<file path="config.mk">
export PLATFORM = sky130hd
export DESIGN_NAME = softmax_stream
export DESIGN_NICKNAME = d
export VERILOG_FILES = /design/src/rtl/softmax_pkg.sv /design/src/rtl/sm_div_seq.sv /design/src/rtl/softmax_stream.sv
export SDC_FILE = /design/constraint.sdc
export NUM_CORES = 2
export LEC_CHECK = 0
export CORE_MARGIN = 2
export CORE_UTILIZATION = 51
export CTS_CLUSTER_DIAMETER = 80
export DETAILED_ROUTE_END_ITERATION = 8
export DONT_BUFFER_PORTS = 1
export PLACE_DENSITY = 0.69
export SLEW_MARGIN = 20
export SYNTH_ARGS = -nofsm -noshare
export SYNTH_HDL_FRONTEND = slang
export SYNTH_HIERARCHICAL = 1
export SYNTH_SLANG_ARGS = --single-unit
</file>
<file path="constraint.sdc">
create_clock -name clk -period 9.9 [get_ports clk]
set_clock_uncertainty 0.15 [all_clocks]
set_input_delay 0.99 -clock clk [delete_from_list [all_inputs] [get_ports clk]]
set_output_delay 0.99 -clock clk [all_outputs]
set_load 0.05 [all_outputs]
</file>
<file path="src/rtl/softmax_pkg.sv">
`default_nettype none
// ============================================================================
//  Module      : softmax_pkg
//  Description : Shared FSM state type and power-of-two exponent helpers for
//                the streaming softmax normaliser.
//  Revision    : 1.0 - initial release
// ============================================================================
package softmax_pkg;

    // Normaliser control states
    typedef enum logic [1:0] {
        IDLE = 2'd0,
        LOAD = 2'd1,
        SUM  = 2'd2,
        DIV  = 2'd3
    } sm_state_e;

    // Widest exponent term and widest difference the helpers handle
    localparam int unsigned EXP_W_MAX = 64;
    localparam int unsigned D_W_MAX   = 16;

    // Unit value of the exponent term: 2^(exp_w-1)
    function automatic logic [EXP_W_MAX-1:0] exp_unit(input int unsigned exp_w);
        return {{(EXP_W_MAX-1){1'b0}}, 1'b1} << (exp_w - 1);
    endfunction

    // 2^(-d) scaled by the unit value; underflows to zero once d >= exp_w
    function automatic logic [EXP_W_MAX-1:0] exp2_shift(input logic [D_W_MAX-1:0] d,
                                                        input int unsigned      exp_w);
        if (32'(d) >= exp_w) begin
            return '0;
        end
        return exp_unit(exp_w) >> d;
    endfunction

endpackage
`default_nettype wire

</file>
<file path="src/rtl/sm_div_seq.sv">
`default_nettype none
// ============================================================================
//  Module      : sm_div_seq
//  Description : Restoring unsigned divider, one quotient bit per cycle.
//                The caller guarantees dividend/divisor < 2^ALPHA_W, so the
//                upper SUM_W dividend bits seed the remainder directly and
//                only ALPHA_W iterations are needed. The first iteration is
//                performed on the start cycle; done_o pulses for one cycle
//                ALPHA_W cycles after start_i.
//  Revision    : 1.0 - initial release
// ============================================================================
module sm_div_seq #(
    parameter int SUM_W   = 38,
    parameter int ALPHA_W = 32
) (
    input  logic                       clk,
    input  logic                       rst_n,
    input  logic                       start_i,
    input  logic [SUM_W+ALPHA_W-1:0]   dividend_i,
    input  logic [SUM_W-1:0]           divisor_i,
    output logic                       done_o,
    output logic [ALPHA_W-1:0]         quotient_o
);

    localparam int CNT_W = $clog2(ALPHA_W + 1);

    logic [SUM_W-1:0]   rem_q;
    logic [ALPHA_W-1:0] sh_q;
    logic [CNT_W-1:0]   cnt_q;
    logic               done_q;

    logic [SUM_W-1:0]   w_rem_in;
    logic [ALPHA_W-1:0] w_sh_in;
    logic [SUM_W:0]     w_trial;
    logic [SUM_W:0]     w_diff;
    logic               w_ge;

    // One restoring step, fed either by the new operands or by the running state
    always_comb begin
        w_rem_in = rem_q;
        w_sh_in  = sh_q;
        if (start_i) begin
            w_rem_in = dividend_i[SUM_W+ALPHA_W-1:ALPHA_W];
            w_sh_in  = dividend_i[ALPHA_W-1:0];
        end
        w_trial = {w_rem_in, w_sh_in[ALPHA_W-1]};
        w_ge    = (w_trial >= {1'b0, divisor_i});
        w_diff  = w_trial - {1'b0, divisor_i};
    end

    // Remainder/shift register: dividend bits leave at the top, quotient bits enter at the bottom
    always_ff @(posedge clk or negedge rst_n) begin
        if (!rst_n) begin
            rem_q <= '0;
            sh_q  <= '0;
        end else if (start_i || (cnt_q != '0)) begin
            rem_q <= w_ge ? w_diff[SUM_W-1:0] : w_trial[SUM_W-1:0];
            sh_q  <= {w_sh_in[ALPHA_W-2:0], w_ge};
        end
    end

    // Iteration counter and completion pulse
    always_ff @(posedge clk or negedge rst_n) begin
        if (!rst_n) begin
            cnt_q  <= '0;
            done_q <= 1'b0;
        end else if (start_i) begin
            cnt_q  <= CNT_W'(ALPHA_W - 1);
            done_q <= 1'b0;
        end else if (cnt_q != '0) begin
            cnt_q  <= cnt_q - CNT_W'(1);
            done_q <= (cnt_q == CNT_W'(1));
        end else begin
            done_q <= 1'b0;
        end
    end

    assign done_o     = done_q;
    assign quotient_o = sh_q;

endmodule
`default_nettype wire

</file>
<file path="src/rtl/softmax_stream.sv">
`default_nettype none
// ============================================================================
//  Module      : softmax_stream
//  Description : Streaming softmax normaliser. Accepts a node count, buffers
//                that many signed coefficients while tracking their maximum,
//                sums 2^(c-max) terms, then divides each term by the sum and
//                emits alpha values (unsigned Q1.(ALPHA_W-1)) with a last flag.
//  Revision    : 1.0 - initial release
// ============================================================================
module softmax_stream
    import softmax_pkg::*;
#(
    parameter int DATA_WIDTH = 8,
    parameter int MAX_NODES  = 168,
    parameter int EXP_W      = 32,
    parameter int ALPHA_W    = 32,
    parameter int NODE_W     = $clog2(MAX_NODES + 1),
    parameter int SUM_W      = EXP_W + NODE_W
) (
    input  logic                  clk,
    input  logic                  rst_n,
    input  logic                  cnt_vld_i,
    output logic                  cnt_rdy_o,
    input  logic [NODE_W-1:0]     cnt_i,
    input  logic                  coef_vld_i,
    output logic                  coef_rdy_o,
    input  logic [DATA_WIDTH-1:0] coef_i,
    output logic                  alpha_vld_o,
    input  logic                  alpha_rdy_i,
    output logic [ALPHA_W-1:0]    alpha_o,
    output logic                  alpha_last_o,
    output logic                  grp_done_o,
    output logic                  busy_o,
    output logic                  ovf_o
);

    localparam int                IDX_W = (MAX_NODES > 1) ? $clog2(MAX_NODES) : 1;
    localparam logic [NODE_W-1:0] MAX_N = NODE_W'(MAX_NODES);
    localparam int                DVD_W = SUM_W + ALPHA_W;

    sm_state_e                    state_q;
    logic [NODE_W-1:0]            n_q;
    logic [IDX_W-1:0]             idx_q;
    logic signed [DATA_WIDTH-1:0] max_q;
    logic [SUM_W-1:0]             sum_q;
    logic                         cnt_rdy_q;
    logic                         coef_rdy_q;
    logic                         alpha_vld_q;
    logic [ALPHA_W-1:0]           alpha_q;
    logic                         alpha_last_q;
    logic                         grp_done_q;
    logic                         busy_q;
    logic                         ovf_q;
    logic                         start_q;

    logic [DATA_WIDTH-1:0]        buf_q [MAX_NODES];

    logic [NODE_W-1:0]            w_n_clamp;
    logic                         w_cnt_hs;
    logic                         w_coef_hs;
    logic                         w_alpha_hs;
    logic                         w_last_idx;
    logic [DATA_WIDTH-1:0]        w_rd;
    logic [DATA_WIDTH:0]          w_d;
    logic [EXP_W-1:0]             w_e;
    logic [DVD_W-1:0]             w_dividend;
    logic                         w_div_done;
    logic [ALPHA_W-1:0]           w_quot;
    logic                         w_coef_gt;

    // Handshakes, clamped count and the exponent term of the addressed entry
    always_comb begin
        w_cnt_hs   = cnt_vld_i && cnt_rdy_q;
        w_coef_hs  = coef_vld_i && coef_rdy_q;
        w_alpha_hs = alpha_vld_q && alpha_rdy_i;
        w_n_clamp  = (cnt_i > MAX_N) ? MAX_N : cnt_i;
        w_last_idx = (idx_q == IDX_W'(n_q - NODE_W'(1)));
        w_coef_gt  = ($signed(coef_i) > max_q);
        w_rd       = buf_q[idx_q];
        // max >= every buffered entry, so the widened difference is non-negative
        w_d        = {max_q[DATA_WIDTH-1], max_q} - {w_rd[DATA_WIDTH-1], w_rd};
        w_e        = EXP_W'(exp2_shift(D_W_MAX'(w_d), EXP_W));
        w_dividend = DVD_W'(w_e) << (ALPHA_W - 1);
    end

    // Coefficient buffer write; contents need no reset
    always_ff @(posedge clk) begin
        if ((state_q == LOAD) && w_coef_hs) begin
            buf_q[idx_q] <= coef_i;
        end
    end

    // Control FSM with registered handshake and status outputs
    always_ff @(posedge clk or negedge rst_n) begin
        if (!rst_n) begin
            state_q      <= IDLE;
            n_q          <= '0;
            idx_q        <= '0;
            max_q        <= '0;
            sum_q        <= '0;
            cnt_rdy_q    <= 1'b0;
            coef_rdy_q   <= 1'b0;
            alpha_vld_q  <= 1'b0;
            alpha_q      <= '0;
            alpha_last_q <= 1'b0;
            grp_done_q   <= 1'b0;
            busy_q       <= 1'b0;
            ovf_q        <= 1'b0;
            start_q      <= 1'b0;
        end else begin
            grp_done_q <= 1'b0;
            start_q    <= 1'b0;
            case (state_q)
                IDLE: begin
                    cnt_rdy_q  <= 1'b1;
                    coef_rdy_q <= 1'b0;
                    busy_q     <= 1'b0;
                    if (w_cnt_hs) begin
                        if (cnt_i > MAX_N) begin
                            ovf_q <= 1'b1;
                        end
                        n_q   <= w_n_clamp;
                        idx_q <= '0;
                        sum_q <= '0;
                        if (w_n_clamp == '0) begin
                            grp_done_q <= 1'b1;
                        end else begin
                            state_q    <= LOAD;
                            cnt_rdy_q  <= 1'b0;
                            coef_rdy_q <= 1'b1;
                            busy_q     <= 1'b1;
                        end
                    end
                end
                LOAD: begin
                    if (w_coef_hs) begin
                        if ((idx_q == '0) || w_coef_gt) begin
                            max_q <= $signed(coef_i);
                        end
                        if (w_last_idx) begin
                            idx_q      <= '0;
                            coef_rdy_q <= 1'b0;
                            state_q    <= SUM;
                        end else begin
                            idx_q <= idx_q + IDX_W'(1);
                        end
                    end
                end
                SUM: begin
                    sum_q <= sum_q + SUM_W'(w_e);
                    if (w_last_idx) begin
                        idx_q   <= '0;
                        start_q <= 1'b1;
                        state_q <= DIV;
                    end else begin
                        idx_q <= idx_q + IDX_W'(1);
                    end
                end
                DIV: begin
                    if (w_div_done) begin
                        alpha_q      <= w_quot;
                        alpha_vld_q  <= 1'b1;
                        alpha_last_q <= w_last_idx;
                    end
                    if (w_alpha_hs) begin
                        alpha_vld_q  <= 1'b0;
                        alpha_last_q <= 1'b0;
                        if (alpha_last_q) begin
                            idx_q      <= '0;
                            grp_done_q <= 1'b1;
                            busy_q     <= 1'b0;
                            cnt_rdy_q  <= 1'b1;
                            state_q    <= IDLE;
                        end else begin
                            idx_q   <= idx_q + IDX_W'(1);
                            start_q <= 1'b1;
                        end
                    end
                end
                default: begin
                    state_q <= IDLE;
                end
            endcase
        end
    end

    sm_div_seq #(
        .SUM_W   (SUM_W),
        .ALPHA_W (ALPHA_W)
    ) u_div (
        .clk        (clk),
        .rst_n      (rst_n),
        .start_i    (start_q),
        .dividend_i (w_dividend),
        .divisor_i  (sum_q),
        .done_o     (w_div_done),
        .quotient_o (w_quot)
    );

    assign cnt_rdy_o    = cnt_rdy_q;
    assign coef_rdy_o   = coef_rdy_q;
    assign alpha_vld_o  = alpha_vld_q;
    assign alpha_o      = alpha_q;
    assign alpha_last_o = alpha_last_q;
    assign grp_done_o   = grp_done_q;
    assign busy_o       = busy_q;
    assign ovf_o        = ovf_q;

endmodule
`default_nettype wire

</file>
==> results_dict.tcl <==
set metrics [dict create \
    yosys_register_bits 1529 \
    clock_latency_ns 0.81 \
    cp.buffers_inverters 3 \
    synth_async_sr_flop_share_pct 12.10 \
    nets 3960 \
    synthMostInstantiatedCell "edfxtp_1" \
    wl_microns 149200 \
    via_count 34750 \
    clk_path_buf_depth 3 \
    yosys_most_used_dff "edfxtp_1" \
    reg2reg_from "idx_q[0]" \
    p_leak_uw 0.02423 \
    wl_per_cell_microns 26.55 \
    cts_tree "done" \
    hpwl_microns 92090 \
    gp_congestion 0.8597 \
    rows 131 \
    syn_inst 3741 \
    crit_top_cell "o21a_1" \
    finalSetupViolations 0 \
    grt_overflow 0 \
    hold_slack_ns 0.1352 \
    avgSynthCellArea_sq_um 17.52 \
    grt_pass1_vias 34580 \
    max_freq_mhz 106.4 \
    clockRootBuffer "clkbuf_16" \
    r2r_cells 28 \
    arrival_ns 9.92 \
    timing.rr.end "u_div/rem_q[34]" \
    die_h_microns 362.5 \
    htree_levels 4 \
    syn_to_final_growth_pct 11.46 \
    postCtsSetupRepairBufs 0 \
    synth_common_cells "edfxtp_1, mux4_2, nor2_1, nand2_1, dfrtp_1" \
    netlist.area_leader.share_pct 61.58 \
    status "finished clean" \
    coreArea_sq_um 127500 \
    die-width_microns 362.5 \
    synth_edf_count 1344 \
    worst_path_max_delay_cell "dfrtp_4" \
    critPathKind "reg -> reg" \
    synth_area_leaders "edfxtp_1, mux4_2, dfrtp_1, ha_1, nor2_1" \
    reg2reg_slack_ns 0.50 \
    yosysTopAreaCell "edfxtp_1" \
    hold_path_class "in -> reg" \
    dp_slack_ns 0.6830 \
    clock-sinks 1529 \
    port_buffers 0 \
    critPathLaunchType "flip-flop" \
    critPathTopFamily "compound AO/OA/AOI/OAI gates" \
    required_ns 10.42 \
    cts_inserted_buffers 157 \
    min_from "coef_i[7]" \
    io_pins 60 \
    powerDensity_nw_per_um2 267.6 \
    grt_start_max_net_pins 186 \
    hold_violations 0 \
    track_usage_pct 23.09 \
    post-route-min-period_ns 9.400 \
    grt_pass1_wl_microns 226100 \
    ys_types 85 \
    start_util_pct 51.39 \
    vias_per_cell 6.183 \
    netlist_area_sq_um 65540 \
    worstMarginPinSlew_ns 1.056 \
    final.setup.tns_ns 0 \
    slew_headroom_pct 29.31 \
    drv_cap 0 \
    final_layout_size_suffix_gt1_share_pct 21.89 \
    cp_max_fo 23 \
    dr.pass1.iters 6 \
    die-area_sq_um 131400 \
    ir_worst_vdd_uv 197.3 \
    ant_nets 0 \
    end_kind "flip-flop" \
    worstHoldPathCells 0 \
    drc_errors 0 \
    finalCritPeriodShare_pct 94.95 \
    initialDrtViolationCount 3486 \
    seq_area_frac_synth_pct 68.65 \
    maxSlewViolCount 0 \
    rsz0062_at_grt "false" \
    ys_warn_count 6 \
    path_clk_slew_ns 0.06 \
    antenna_found_initial 2 \
    holdPathEnd "buf_q[136][7]" \
    critPathMaxStageDelay_ns 0.69 \
    setup_ws_ns 0.5000 \
]
layer usage:
metal	global-route usage, %	vias up	share of wire (%)
met3	4.035	250	7.0
met1	33.35	18130	42
met5	0	-	0.0060
li1	-	15040	-
met2	36.22	1327	48
met4	7.257	2	2.8
worst max path at each step:
stage                  start               to  slack [ns]  cells past startpoint
finish              idx_q[0]  u_div/rem_q[34]        0.50                     28
global route        idx_q[0]  u_div/rem_q[27]        0.09                     29
CTS                 idx_q[0]        sum_q[32]        0.62                     29
detailed placement  idx_q[0]        sum_q[32]        0.68                     29
global placement    idx_q[0]        sum_q[32]        0.80                     29
floorplan           idx_q[0]        sum_q[32]        2.21                     31
cell type report:
class	count	area [sq um]
fillers	9422	54470
flip-flops and latches	1529	45010
multi-input cells	1961	19530
clock buffers	183	4046
well taps	1662	2079
clock inverters	101	1119
repair buffers	95	930.9
inverters	88	330.3
diodes	2	5.005
power by group:
part           internal, uW  total [uW]  switching [uW]
Clock                  3420        5940            2520
Sequential             7360        7880             517
Combinational          2640        5730            3090
logic make-up (layout without fill, tap and decap cells):
group	count (synthesis)	in the layout	synth area share (%)
flops	1529	1529	68.65
simple gates	687	687	4.626
mux	566	566	16.99
compound gates	482	482	4.784
buf+inv	290	467	1.816
fa+ha+maj	107	107	2.077
xor+xnor	79	79	1.056
other cells	1	42	0.005722
layout by cell type, fill, tap and decap left out, types with 18 or more instances in the layout:
cell type / n
mux4_2: 429
xor2_1: 32
clkbuf_1: 24
inv_1: 88
clkinv_2: 27
conb_1: 40
dfrtp_1: 178
a21o_1: 44
nand4_1: 20
nand2_1: 199
clkinv_1: 36
ha_1: 104
edfxtp_1: 1344
a21oi_1: 132
nor2_1: 301
and3_1: 21
o21ai_1: 23
o21ai_0: 110
nor2b_1: 30
mux2i_1: 57
nand3_1: 45
buf_4: 78
bufinv_16: 18
mux2_2: 78
o21a_1: 26
clkbuf_16: 157
xnor2_1: 47
registers in the layout, summed over array words and instances (netlist names), 2 cells and up:
register and flops:
alpha_o 32, buf_q 1344, n_q 8, idx_q 8
max_q 8, u_div/cnt_q 6, sum_q 40, u_div/quotient_o 32
state_q 2, u_div/rem_q 40
metrics by stage:
stage,total power [uW],utilization [%],cell area (sq um),instances
2_1_floorplan,12230,-,65680,3780
3_3_place_gp,13620,53.17,67800,5332
3_5_place_dp,13670,53.17,67800,5332
4_1_cts,19620,57.24,72990,5617
5_1_grt,20480,57.28,73040,5619
6_report,19550,57.28,73050,5621
timing repair:
action,4_1_cts,5_1_grt
endpoints found under the hold margin,185,49
gates resized for setup,0,2
endpoints found under the setup margin,0,4
hold buffers,1,1
(Power assumes the default switching activity.)
